`src/rtl/sync_fifo_ctrl_pkg.sv`:
```
// Shared FIFO types and defaults.
// Read-mode enum plus threshold constants.
package sync_fifo_ctrl_pkg;

   typedef enum logic {
      FIFO_REGISTERED = 1'b0,
      FIFO_SHOW_AHEAD = 1'b1
   } fifo_mode_e;

   localparam int AE_THRESH_DEF = 1;
   // almost_full default sits this far below DEPTH
   localparam int AF_MARGIN_DEF = 1;

   function automatic fifo_mode_e fifo_mode(input int fwft);
      return (fwft != 0) ? FIFO_SHOW_AHEAD : FIFO_REGISTERED;
   endfunction

endpackage

```
`src/rtl/fifo_storage.sv`:
```
// FIFO entry array.
// Rising-edge write port, combinational read port.
module fifo_storage #(
   parameter int WIDTH = 8,
   parameter int AW    = 4
) (
   input  logic             clk,
   input  logic             we,
   input  logic [AW-1:0]    waddr,
   input  logic [WIDTH-1:0] wdata,
   input  logic [AW-1:0]    raddr,
   output logic [WIDTH-1:0] rdata
);

   logic [WIDTH-1:0] mem [2**AW];

   always_ff @(posedge clk) begin
      if (we) mem[waddr] <= wdata;
   end

   assign rdata = mem[raddr];

endmodule

```
`src/rtl/sync_fifo_ctrl.sv`:
```
// Synchronous FIFO controller: pointers, flags, sticky errors.
// Registered or show-ahead read path selected by FWFT.
module sync_fifo_ctrl
   import sync_fifo_ctrl_pkg::*;
#(
   parameter int WIDTH         = 8,
   parameter int LOG2_OF_DEPTH = 4,
   parameter int FWFT          = 0,
   parameter int AF_THRESH     = (2**LOG2_OF_DEPTH) - AF_MARGIN_DEF,
   parameter int AE_THRESH     = AE_THRESH_DEF
) (
   input  logic                   clk,
   input  logic                   arst_n,
   input  logic                   flush,
   input  logic [WIDTH-1:0]       din,
   input  logic                   we,
   output logic                   full,
   output logic                   almost_full,
   output logic [WIDTH-1:0]       qout,
   input  logic                   re,
   output logic                   empty,
   output logic                   almost_empty,
   output logic                   last,
   output logic [LOG2_OF_DEPTH:0] count,
   output logic                   overflow,
   output logic                   underflow
);

   localparam int L = LOG2_OF_DEPTH;
   localparam fifo_mode_e MODE = fifo_mode(FWFT);
   localparam logic [L:0] DEPTH_C = {1'b1, {L{1'b0}}};
   localparam logic [L:0] ONE     = {{L{1'b0}}, 1'b1};
   localparam logic [L:0] AF_C    = AF_THRESH[L:0];
   localparam logic [L:0] AE_C    = AE_THRESH[L:0];

   logic [L:0]       wr_ptr;
   logic [L:0]       rd_ptr;
   logic [L:0]       cnt;
   logic [WIDTH-1:0] rdata;
   logic [WIDTH-1:0] qout_q;
   logic             ovf_q;
   logic             unf_q;
   logic             push_ok;
   logic             pop_ok;

   assign cnt          = wr_ptr - rd_ptr;
   assign full         = (cnt == DEPTH_C);
   assign empty        = (wr_ptr == rd_ptr);
   assign almost_full  = (cnt >= AF_C);
   assign almost_empty = (cnt <= AE_C);
   assign last         = (cnt == ONE);
   assign count        = cnt;
   assign overflow     = ovf_q;
   assign underflow    = unf_q;

   assign push_ok = we & ~full & ~flush;
   assign pop_ok  = re & ~empty & ~flush;

   fifo_storage #(
      .WIDTH (WIDTH),
      .AW    (L)
   ) u_storage (
      .clk   (clk),
      .we    (push_ok),
      .waddr (wr_ptr[L-1:0]),
      .wdata (din),
      .raddr (rd_ptr[L-1:0]),
      .rdata (rdata)
   );

   always_ff @(posedge clk) begin
      if (!arst_n) begin
         wr_ptr <= '0;
         rd_ptr <= '0;
         qout_q <= '0;
         ovf_q  <= 1'b0;
         unf_q  <= 1'b0;
      end else if (flush) begin
         wr_ptr <= '0;
         rd_ptr <= '0;
      end else begin
         if (push_ok)    wr_ptr <= wr_ptr + ONE;
         if (pop_ok)     rd_ptr <= rd_ptr + ONE;
         if (pop_ok)     qout_q <= rdata;
         if (we && full) ovf_q  <= 1'b1;
         if (re && empty) unf_q <= 1'b1;
      end
   end

   assign qout = (MODE == FIFO_SHOW_AHEAD) ? rdata : qout_q;

endmodule

```
`config.mk`:
```
export PLATFORM = sky130hd
export DESIGN_NAME = sync_fifo_ctrl
export DESIGN_NICKNAME = d
export VERILOG_FILES = /design/src/rtl/sync_fifo_ctrl_pkg.sv /design/src/rtl/fifo_storage.sv /design/src/rtl/sync_fifo_ctrl.sv
export SDC_FILE = /design/constraint.sdc
export NUM_CORES = 1
export LEC_CHECK = 0
export ABC_AREA = 1
export BUFFER_PORTS_ARGS = -buffer_cell sky130_fd_sc_hd__buf_2
export CELL_PAD_IN_SITES_DETAIL_PLACEMENT = 1
export CELL_PAD_IN_SITES_GLOBAL_PLACEMENT = 1
export CORE_MARGIN = 3
export CORE_UTILIZATION = 25
export CTS_BUF_LIST = sky130_fd_sc_hd__clkbuf_4
export DETAILED_ROUTE_END_ITERATION = 8
export HOLD_SLACK_MARGIN = 0.12
export PLACE_DENSITY_LB_ADDON = 0.1
export SLEW_MARGIN = 20
export SYNTH_ARGS = -nofsm -noshare
export SYNTH_HDL_FRONTEND = slang
export SYNTH_SLANG_ARGS = --single-unit
```
`constraint.sdc`:
```
create_clock -name clk -period 5.8 [get_ports clk]
set_clock_uncertainty 0.1 [all_clocks]
set_input_delay 0.29 -clock clk [delete_from_list [all_inputs] [get_ports clk]]
set_output_delay 0.29 -clock clk [all_outputs]
set_load 0.005 [all_outputs]
```
==> results of run 1 <==
[critical path: cells and delay by family (launching register included)]
kind / cells / cell delay [ps]
fa+ha+maj: 1 / 610
simple gates: 5 / 1070
buf+inv: 3 / 970
flops: 1 / 330
xor+xnor: 1 / 240
[kinds of logic after synthesis]
| group | count (synthesis) |
|---|---|
| adders and majority gates | 10 |
| and+or+nand+nor | 262 |
| xor gates and xnor gates | 3 |
| AOI/OAI and AO/OA | 100 |
| buffers and inverters | 52 |
| DFF | 148 |
[repair_timing]
action	CTS	global route
hold endpoints to repair	147	0
hold buffers	16	0
endpoints found under the setup margin	0	0
[Yosys cell counts (2+ instances only)]
| library cell | number |
|---|---|
| a21oi_1 | 10 |
| buf_2 | 15 |
| clkbuf_1 | 9 |
| dfxtp_1 | 20 |
| edfxtp_1 | 128 |
| ha_1 | 9 |
| inv_1 | 25 |
| inv_2 | 2 |
| nand2_1 | 79 |
| nand2_2 | 3 |
| nand2_4 | 3 |
| nand3_1 | 40 |
| nand3_2 | 2 |
| nand4_1 | 2 |
| nor2_1 | 125 |
| nor3_1 | 3 |
| o21ai_0 | 72 |
| o21ai_1 | 10 |
| o22ai_1 | 8 |
| xor2_1 | 2 |
[worst max-delay path by stage]
stage | start | to | slack [ps] | cells after the start
2_1_floorplan | rd_ptr[1] | u_storage.mem[3][0] | 3190 | 10
3_3_place_gp | rd_ptr[1] | u_storage.mem[12][2] | 2190 | 10
3_5_place_dp | rd_ptr[1] | u_storage.mem[3][2] | 2030 | 10
4_1_cts | rd_ptr[1] | u_storage.mem[3][7] | 2010 | 10
5_1_grt | rd_ptr[1] | last | 1710 | 11
6_report | rd_ptr[1] | u_storage.mem[3][5] | 2080 | 10
[cell type report]
class | instances | share of cell area [%]
sequential | 148 | 58.8
multi-input combinational | 375 | 24.8
tap | 324 | 5.61
timing repair buffer | 50 | 4.64
clock inverter | 15 | 2.93
clock buffer | 17 | 1.77
inverter | 27 | 1.42
antenna | 1 | 0.0346
[per-layer routing]
metal	part of all wire (%)	wire length [um]
met2	44	8230
met4	2.1	386
met5	0	0
met1	49	9100
met3	4.2	774
[registers in the layout (all words and copies together) (netlist names)]
| register | count |
|---|---|
| wr_ptr | 5 |
| u_storage.mem | 128 |
| qout | 8 |
| rd_ptr | 5 |
| overflow | 1 |
| underflow | 1 |
[power by group through the flow]
| stage | Combinational [mW] | Sequential [mW] | Clock (mW) |
|---|---|---|---|
| finish | 0.0943 | 1.16 | 0.753 |
| global route | 0.106 | 1.17 | 0.828 |
| CTS | 0.0974 | 1.16 | 0.781 |
| detailed placement | 0.0901 | 1.19 | 0 |
| global placement | 0.0912 | 1.19 | 0 |
| floorplan | 0.0403 | 1.19 | 0 |
==> qor.csv, run 1 <==
metric;value;unit
H-Tree Depth;4;
Nets;642;
FF+latch count, synth;148;
max-cap viol count;0;
clock buffer depth;2;
Psw;0.500;mW
Worst setup SP type;register;
ys flop type;edfxtp_1;
# fillers;2754;
critical path peak fanout;49;
Mapped Area;6260;sq um
vias per cell;4.48;
Row Count;57;
M3 GR Usage;2.75;%
Sink Count;148;
pin count of the biggest net entering global routing;69;
Non-Filler Instances;957;
main combinational cell family by area after synthesis;simple AND/OR/NAND/NOR gates;
GRT overflow;0;
Die Y;164;um
RePlAce Congestion;0.803;
commonest non-fill, non-tap cell in the layout;edfxtp_1;
Worst Tran Pin Value;925;ps
crit-path cells;buf_4 -> inv_1 -> fa_1 -> xor2_2 -> inv_2 -> nand3_2 -> nor2_4 -> nor2_8 -> nand2_2 -> nor2_1;
synth top area cells;edfxtp_1 61%, nor2_1 7.5%, dfxtp_1 6.4%;
CP endpoint kind;register;
combinational power share;4.7;%
routed length per instance;19.3;um
area share of the largest cell type after synthesis;61.4;%
share of layout cells above drive strength 1;12.8;%
post-CTS setup buffer count;0;
reg2reg start;rd_ptr[1];
share of total power in the clock network;37.4;%
synth unique cells;28;
die width;164;um
CP peak stage delay;610;ps
post-route minimum period;3720;ps
die footprint;27000;sq um
Util after Layout;29.5;%
CTS root buf;clkbuf_4;
multi-input logic area;1790;sq um
leak pwr;2.58;nW
sw frac;24.8;%
WHS;392;ps
final hold vios;0;
RR Endpoint;u_storage.mem[3][5];
Mapped Cells;575;
CTS Buf Count;17;
Power Total;2.01;mW
final period utilization;64.1;%
Iter 0 DRT Violations;385;
Final TNS setup;0;ps
cells on worst reg2reg path;10;
largest area contributor in the netlist;edfxtp_1;
Synth async-reset ratio;0;%
gr usage total;14.4;%
vias post-DR;4290;
area growth from synthesis to layout;15.5;%
xor/xnor share of the synthesized area;0.540;%
DRT Pass-1 Iters;5;
commonest non-fill, non-tap cells in the layout;128 x edfxtp_1, 125 x nor2_1, 79 x nand2_1;
clock-pin slew of the registers on the worst-case setup and hold paths;140;ps
Initial Util;25.6;%
Mean Syn Cell Area;10.9;sq um
Hold Path Class;reg -> reg;
WHS Path Cells;2;
sequential area share after synthesis;67.8;%
Worst EP arrival;3820;ps
post-synthesis mux area share;0;%
RSZ-0062 raised after global routing;false;
placed cell count;908;
Hold Path End;wr_ptr[4];
Power Density;279;nW/um^2
core outline area;24500;sq um
DPL Wire Length;12500;um
met2 Usage GRT;21.7;%
post-synthesis simple-gate area fraction;17.9;%
M1 GR Usage;20.7;%
register share of total power;57.9;%
worst skew pair latency;570;ps
antenna-violating nets left;0;
number of flops mapped to enable cells by yosys;128;
IO Count;33;
CTS tree;yes;
max frequency;269;MHz
FF-to-FF setup slack;2080;ps
max-slew violations;0;
Synth Area in Compound Gates;8.16;%
slowest CP cell;fa_1;
GR peak layer;met2;
Peak VDD IR;117;uV
crit path kind;reg -> reg;
syn_nets;598;
FF/Latch Area;4250;sq um
port buffer count;32;
pre-CTS setup slack;2030;ps
Hold Startpoint;wr_ptr[4];
cell-internal power;1.51;mW
first-pass GRT wire length;28100;um
Crit path required time;5900;ps
endpoints failing setup;0;
Area after DPL;6720;sq um
Max-slew headroom;38.2;%
initial antenna violation count;1;
vias in the first global route;4407;
Final WS setup;2080;ps
post_cts resized;0;
Synth warnings;0;
DRC;0;
Adder-Cell Fraction of Synth Area;2.12;%
total wire length;18500;um
run status;finished, final reports clean;
post-route cell area;7220;sq um
(Power assumes the default switching activity.)
==> run 2: changes to the inputs <==
==> constraint.sdc (replaced) <==
create_clock -name clk -period 3.2 [get_ports clk]
set_clock_uncertainty 0.1 [all_clocks]
set_input_delay 0.16 -clock clk [delete_from_list [all_inputs] [get_ports clk]]
set_output_delay 0.16 -clock clk [all_outputs]
set_load 0.005 [all_outputs]
==> run 2 against run 1 <==
Compared with the run above:
- combinational power rose by 78%
- first-iteration DRC count down 42%
- via count grew 0.72%
- critical path depth rose by 1
- critical endpoint is now u_storage.mem[7][6]
- highest routed layer unchanged
==> qor.csv, run 2 (synthesis results as in run 1) <==
metric;value;unit;change
initial antenna violation count;1;;unchanged
clock-pin slew of the registers on the worst-case setup and hold paths;140;ps;about the same
FF/Latch Area;4250;sq um;unchanged
total wire length;18100;um;-2.1%
CP endpoint kind;register;;
slowest CP cell;nor2_1;;
crit path kind;reg -> reg;;
DPL Wire Length;11900;um;-4.3%
die footprint;27000;sq um;unchanged
RSZ-0062 raised after global routing;false;;
Initial Util;25.6;%;unchanged
routed length per instance;18.6;um;-3.8%
max frequency;347;MHz;+29%
pin count of the biggest net entering global routing;67;;-2.9%
most flop-heavy register;u_storage.mem;;
worst path bufs/invs;3;;unchanged
DR top layer;met4;;
Non-Filler Instances;974;;+1.8%
Crit path required time;3280;ps;-2620 ps
die width;164;um;unchanged
first-pass GRT wire length;27900;um;-0.54%
vias per cell;4.44;;-1.0%
post-CTS setup buffer count;0;;unchanged
met1 wire length;8940;um;-1.8%
critical path peak fanout;8;;-84%
GRT overflow;0;;unchanged
met3 wire len;330;um;-57%
gr usage total;14.1;%;-0.36 points
pre-CTS setup slack;309;ps;-1720 ps
share of layout cells above drive strength 1;14.8;%;+2.0 points
run status;finished, final reports clean;;
Power Density;476;nW/um^2;+71%
antenna-violating nets left;0;;unchanged
WL met2;8610;um;+4.6%
leak pwr;2.63;nW;+1.7%
endpoints failing setup;0;;unchanged
commonest non-fill, non-tap cell in the layout;edfxtp_1;;
CP peak stage delay;550;ps;-60 ps
Largest register FFs;128;;unchanged
final hold vios;0;;unchanged
clock buffer depth;2;;unchanged
cells on worst reg2reg path;11;;+1
Iter 0 DRT Violations;222;;-42%
area growth from synthesis to layout;16.5;%;
placed cell count;924;;+1.8%
Worst setup SP type;register;;
crit-path cells;inv_1 -> ha_1 -> inv_1 -> fa_1 -> xor2_2 -> inv_2 -> nand3_2 -> nor2_4 -> nor2_8 -> nand2_2 -> nor2_1;;
Final TNS setup;0;ps;unchanged
Row Count;57;;unchanged
max-cap viol count;0;;unchanged
WHS Path Cells;2;;unchanged
CTS Buf Count;17;;unchanged
Crit path max-delay family;simple AND/OR/NAND/NOR gates;;
multi-input logic area;1790;sq um;unchanged
Util after Layout;29.8;%;+0.27 points
commonest non-fill, non-tap cells in the layout;128 x edfxtp_1, 125 x nor2_1, 79 x nand2_1;;
Worst Tran Pin Value;770;ps;-155 ps
DRC;0;;unchanged
core outline area;24500;sq um;unchanged
DRT Pass-1 Iters;4;;-1
H-Tree Depth;4;;unchanged
final period utilization;90.1;%;+26 points
critical path depth in cells;11;;+1
IO Count;33;;unchanged
Peak VDD IR;249;uV;+110%
CTS root buf;clkbuf_4;;
worst skew pair latency;540;ps;-30 ps
Hold Path Class;reg -> reg;;
max-slew violations;0;;unchanged
vias post-DR;4321;;+0.72%
Max-slew headroom;48.6;%;+10 points
RePlAce Congestion;0.723;;-10%
port buffer count;32;;unchanged
# fillers;2749;;-0.18%
CP most frequent cell;inv_1;;
post-route minimum period;2880;ps;-832 ps
CTS tree;yes;;
Sink Count;148;;unchanged
post_cts resized;0;;unchanged
Nets;658;;+2.5%
Worst EP arrival;2970;ps;-850 ps
vias in the first global route;4607;;+4.5%
Die Y;164;um;unchanged
Final WS setup;316;ps;-1770 ps
WHS;391;ps;-0.269 ps
-- run 2: per-stage QoR --
step                total power [mW]  cell area [sq um]
floorplan                       2.23               6260
global placement                2.31               6840
detailed placement              2.31               6840
CTS                             3.52               7290
global route                    3.62               7290
finish                          3.47               7290
-- run 2: worst paths after layout --
path                                             to  slack [ps]  startpoint
worst max-delay path            u_storage.mem[7][6]         320   wr_ptr[0]
worst min-delay path                      wr_ptr[4]         390   wr_ptr[4]
worst max register to register  u_storage.mem[7][6]         320   wr_ptr[0]
worst min register to register            wr_ptr[4]         390   wr_ptr[4]
-- run 2: layout make-up --
type | count | share of cell area, %
Sequential cell | 148 | 58.2
Multi-Input combinational cell | 375 | 24.6
Timing Repair Buffer | 66 | 6.25
Tap cell | 324 | 5.56
Clock inverter | 15 | 2.15
Clock buffer | 17 | 1.75
Inverter | 27 | 1.39
Antenna cell | 2 | 0.0686
-- run 2: worst min-delay path, cell delays in order, from the launching register on --
cell     delay [ps]
dfxtp_1         350
nand2_1          60
a21oi_1          50
-- run 2: routing by layer --
metal  vias to the layer above  global-route usage (%)
met5                         -                       0
met4                         0                    3.31
met3                        11                    2.85
met2                        42                    23.1
met1                      2160                    19.2
li1                       2108                       -
-- run 2: what timing repair did --
item	in CTS	in global routing
endpoints found under the setup margin	0	0
endpoints found under the hold margin	148	0
hold buffers	16	0
-- run 2: power breakdown --
group          total [mW]  leakage [nW]  switching, mW  internal [mW]
sequential           2.11          1.32        0.00526           2.10
clock                1.19         0.142          0.728          0.466
combinational       0.168          1.17          0.114         0.0542
==> run 3: changes to the inputs <==
--- a/config.mk
+++ b/config.mk
@@ -5,7 +5,6 @@
 export SDC_FILE = /design/constraint.sdc
 export NUM_CORES = 1
 export LEC_CHECK = 0
-export ABC_AREA = 1
 export BUFFER_PORTS_ARGS = -buffer_cell sky130_fd_sc_hd__buf_2
 export CELL_PAD_IN_SITES_DETAIL_PLACEMENT = 1
 export CELL_PAD_IN_SITES_GLOBAL_PLACEMENT = 1
==> run 3 against run 2 <==
Compared with the run above:
- sequential share of layout area is 2.7 points higher
- die area decreased by 4.7%
- setup slack got worse by 110 ps
- final cell count shrank 26%
- fmax decreased by 3.5%
- area after synthesis is 4.9% lower
- register-to-register slack got worse by 60 ps
- via count decreased by 24%
- count of clock-buffer cells in the layout unchanged
- synthesized cell count shrank 42%
==> qor.csv, run 3 <==
metric;value;unit;change
leak pwr;2.29;nW;-13%
port buffer count;32;;unchanged
DRT Pass-1 Iters;4;;unchanged
Non-Filler Instances;723;;-26%
worst path bufs/invs;5;;+2
Worst setup SP type;register;;
synth top area cells;edfxtp_1 65%, mux4_2 12%, dfxtp_1 6.7%;;
Max-slew headroom;48.1;%;-0.59 points
Synth async-reset ratio;0;%;unchanged
n_diodes;0;;-2
RePlAce Congestion;0.733;;+1.4%
die width;160;um;-2.4%
placed cell count;677;;-27%
Crit path required time;2940;ps;-340 ps
crit-path cells;inv_1 -> ha_1 -> inv_1 -> fa_2 -> xor2_2 -> a2111oi_2 -> o22ai_2 -> inv_2 -> buf_4 -> buf_2;;
clock-pin slew of the registers on the worst-case setup and hold paths;130;ps;about the same
largest area contributor in the netlist;edfxtp_1;;
Largest register FFs;128;;unchanged
vias post-DR;3282;;-24%
post-route minimum period;2990;ps;+106 ps
commonest non-fill, non-tap cells in the layout;128 x edfxtp_1, 32 x mux4_2, 32 x buf_2;;
CTS tree;yes;;
multi-input logic area;1660;sq um;-7.7%
ys flop type;edfxtp_1;;
Row Count;55;;-3.5%
max-cap viol count;0;;unchanged
Mapped Area;5950;sq um;-4.9%
die footprint;25700;sq um;-4.7%
vias in the first global route;3541;;-23%
commonest non-fill, non-tap cell in the layout;edfxtp_1;;
FF/Latch Area;4250;sq um;unchanged
CTS root buf;clkbuf_4;;
H-Tree Depth;4;;unchanged
initial antenna violation count;0;;-1
Nets;421;;-36%
max-slew violations;0;;unchanged
critical path peak fanout;10;;+2
Synth warnings;0;;unchanged
slowest CP cell;a2111oi_2;;
CP endpoint kind;primary output;;
Iter 0 DRT Violations;262;;+18%
Sink Count;148;;unchanged
max frequency;334;MHz;-3.5%
clock buffer depth;2;;unchanged
CP peak stage delay;390;ps;-160 ps
endpoints failing setup;0;;unchanged
run status;finished, final reports clean;;
final period utilization;93.4;%;+3.3 points
Mean Syn Cell Area;17.8;sq um;+64%
GRT overflow;0;;unchanged
Final TNS setup;0;ps;unchanged
sequential area share after synthesis;71.4;%;+3.5 points
routed length per instance;21.4;um;+15%
antenna-violating nets left;0;;unchanged
core outline area;23000;sq um;-6.0%
vias per cell;4.54;;+2.3%
DRC;0;;unchanged
share of layout cells above drive strength 1;31.0;%;+16 points
FF+latch count, synth;148;;unchanged
Hold Path Class;reg -> reg;;
CP most frequent cell;inv_1;;
IO Count;33;;unchanged
synth unique cells;39;;+39%
number of flops mapped to enable cells by yosys;128;;unchanged
final hold vios;0;;unchanged
commonest cells in the netlist;128 x edfxtp_1, 32 x mux4_2, 20 x dfxtp_1, 15 x nand2_1, 15 x nor2_1;;
# fillers;2417;;-12%
area growth from synthesis to layout;17.1;%;
DPL Wire Length;10500;um;-12%
Mapped Cells;334;;-42%
first-pass GRT wire length;23500;um;-16%
Peak VDD IR;154;uV;-38%
Worst EP arrival;2730;ps;-240 ps
Crit path max-delay family;buffers and inverters;;
Initial Util;25.9;%;+0.31 points
RSZ-0062 raised after global routing;false;;
most frequent cell after synthesis;edfxtp_1;;
gr usage total;12.5;%;-1.6 points
crit path kind;reg -> out;;
most flop-heavy register;u_storage.mem;;
area share of the largest cell type after synthesis;64.6;%;+3.2 points
pin count of the biggest net entering global routing;36;;-46%
CTS Buf Count;17;;unchanged
worst skew pair latency;540;ps;about the same
total wire length;15500;um;-14%
Die Y;160;um;-2.4%
Worst Tran Pin Value;776;ps;+5.95 ps
Power Density;470;nW/um^2;-1.3%
syn_nets;357;;-40%
-- run 3: worst register-to-register path, delay by kind of cell, from the launching register on --
family,cells,cell delay (ps)
buf+inv,5,1000
compound gates,3,670
fa+ha+maj,2,530
flops,1,380
xor+xnor,1,170
simple gates,1,60
-- run 3: metrics by stage --
step           power (mW)  setup WS (ps)  utilization [%]  hold slack [ps]  cell area, sq um
2_1_floorplan        2.18           30.8                -              159              5980
6_report             3.27            210             30.3              375              6960
3_3_place_gp         2.25            175             28.5              346              6550
4_1_cts              3.33           14.6             30.2              382              6930
5_1_grt              3.42           3.91             30.3              405              6960
3_5_place_dp         2.25            100             28.5              350              6550
-- run 3: final timing paths --
check | slack [ps] | startpoint | endpoint | depth (start not counted)
hold / removal | 380 | qout[1] | qout[1] | 2
hold reg to reg | 380 | qout[1] | qout[1] | 2
setup reg to reg | 260 | wr_ptr[0] | wr_ptr[3] | 12
setup / recovery | 210 | wr_ptr[0] | full | 10
-- run 3: power breakdown --
part | switching (mW) | internal (mW)
registers | 0.00348 | 2.10
logic | 0.0709 | 0.0413
clock network | 0.682 | 0.374
-- run 3: logic make-up after synthesis --
family | share of synthesized area [%]
AO/OA/AOI/OAI | 5.07
XOR/XNOR | 1.30
adder cells (fa/ha/maj) | 2.23
buffers and inverters | 1.64
flip-flops | 71.4
multiplexers | 12.1
AND/OR/NAND/NOR | 6.29
-- run 3: cell type report --
type | instances | share of cell area [%]
Clock inverter | 14 | 1.65
Inverter | 10 | 0.539
Clock buffer | 17 | 1.83
Tap cell | 313 | 5.62
Timing Repair Buffer | 58 | 5.61
Sequential cell | 148 | 61.0
Multi-Input combinational cell | 163 | 23.8
-- run 3: repair_timing --
action                                  4_1_cts  5_1_grt
hold buffers                                 14        0
buffers inserted                              0        1
endpoints found under the setup margin        0       43
gates resized for setup                       0        8
hold endpoints to repair                    145        0
-- run 3: metal layers --
layer	GRT usage (%)	vias up	share of wire [%]
met5	0	-	0
met4	2.64	0	0.87
met3	3.32	8	3.2
met2	19.2	55	46
met1	17.9	1738	50
li1	-	1481	-
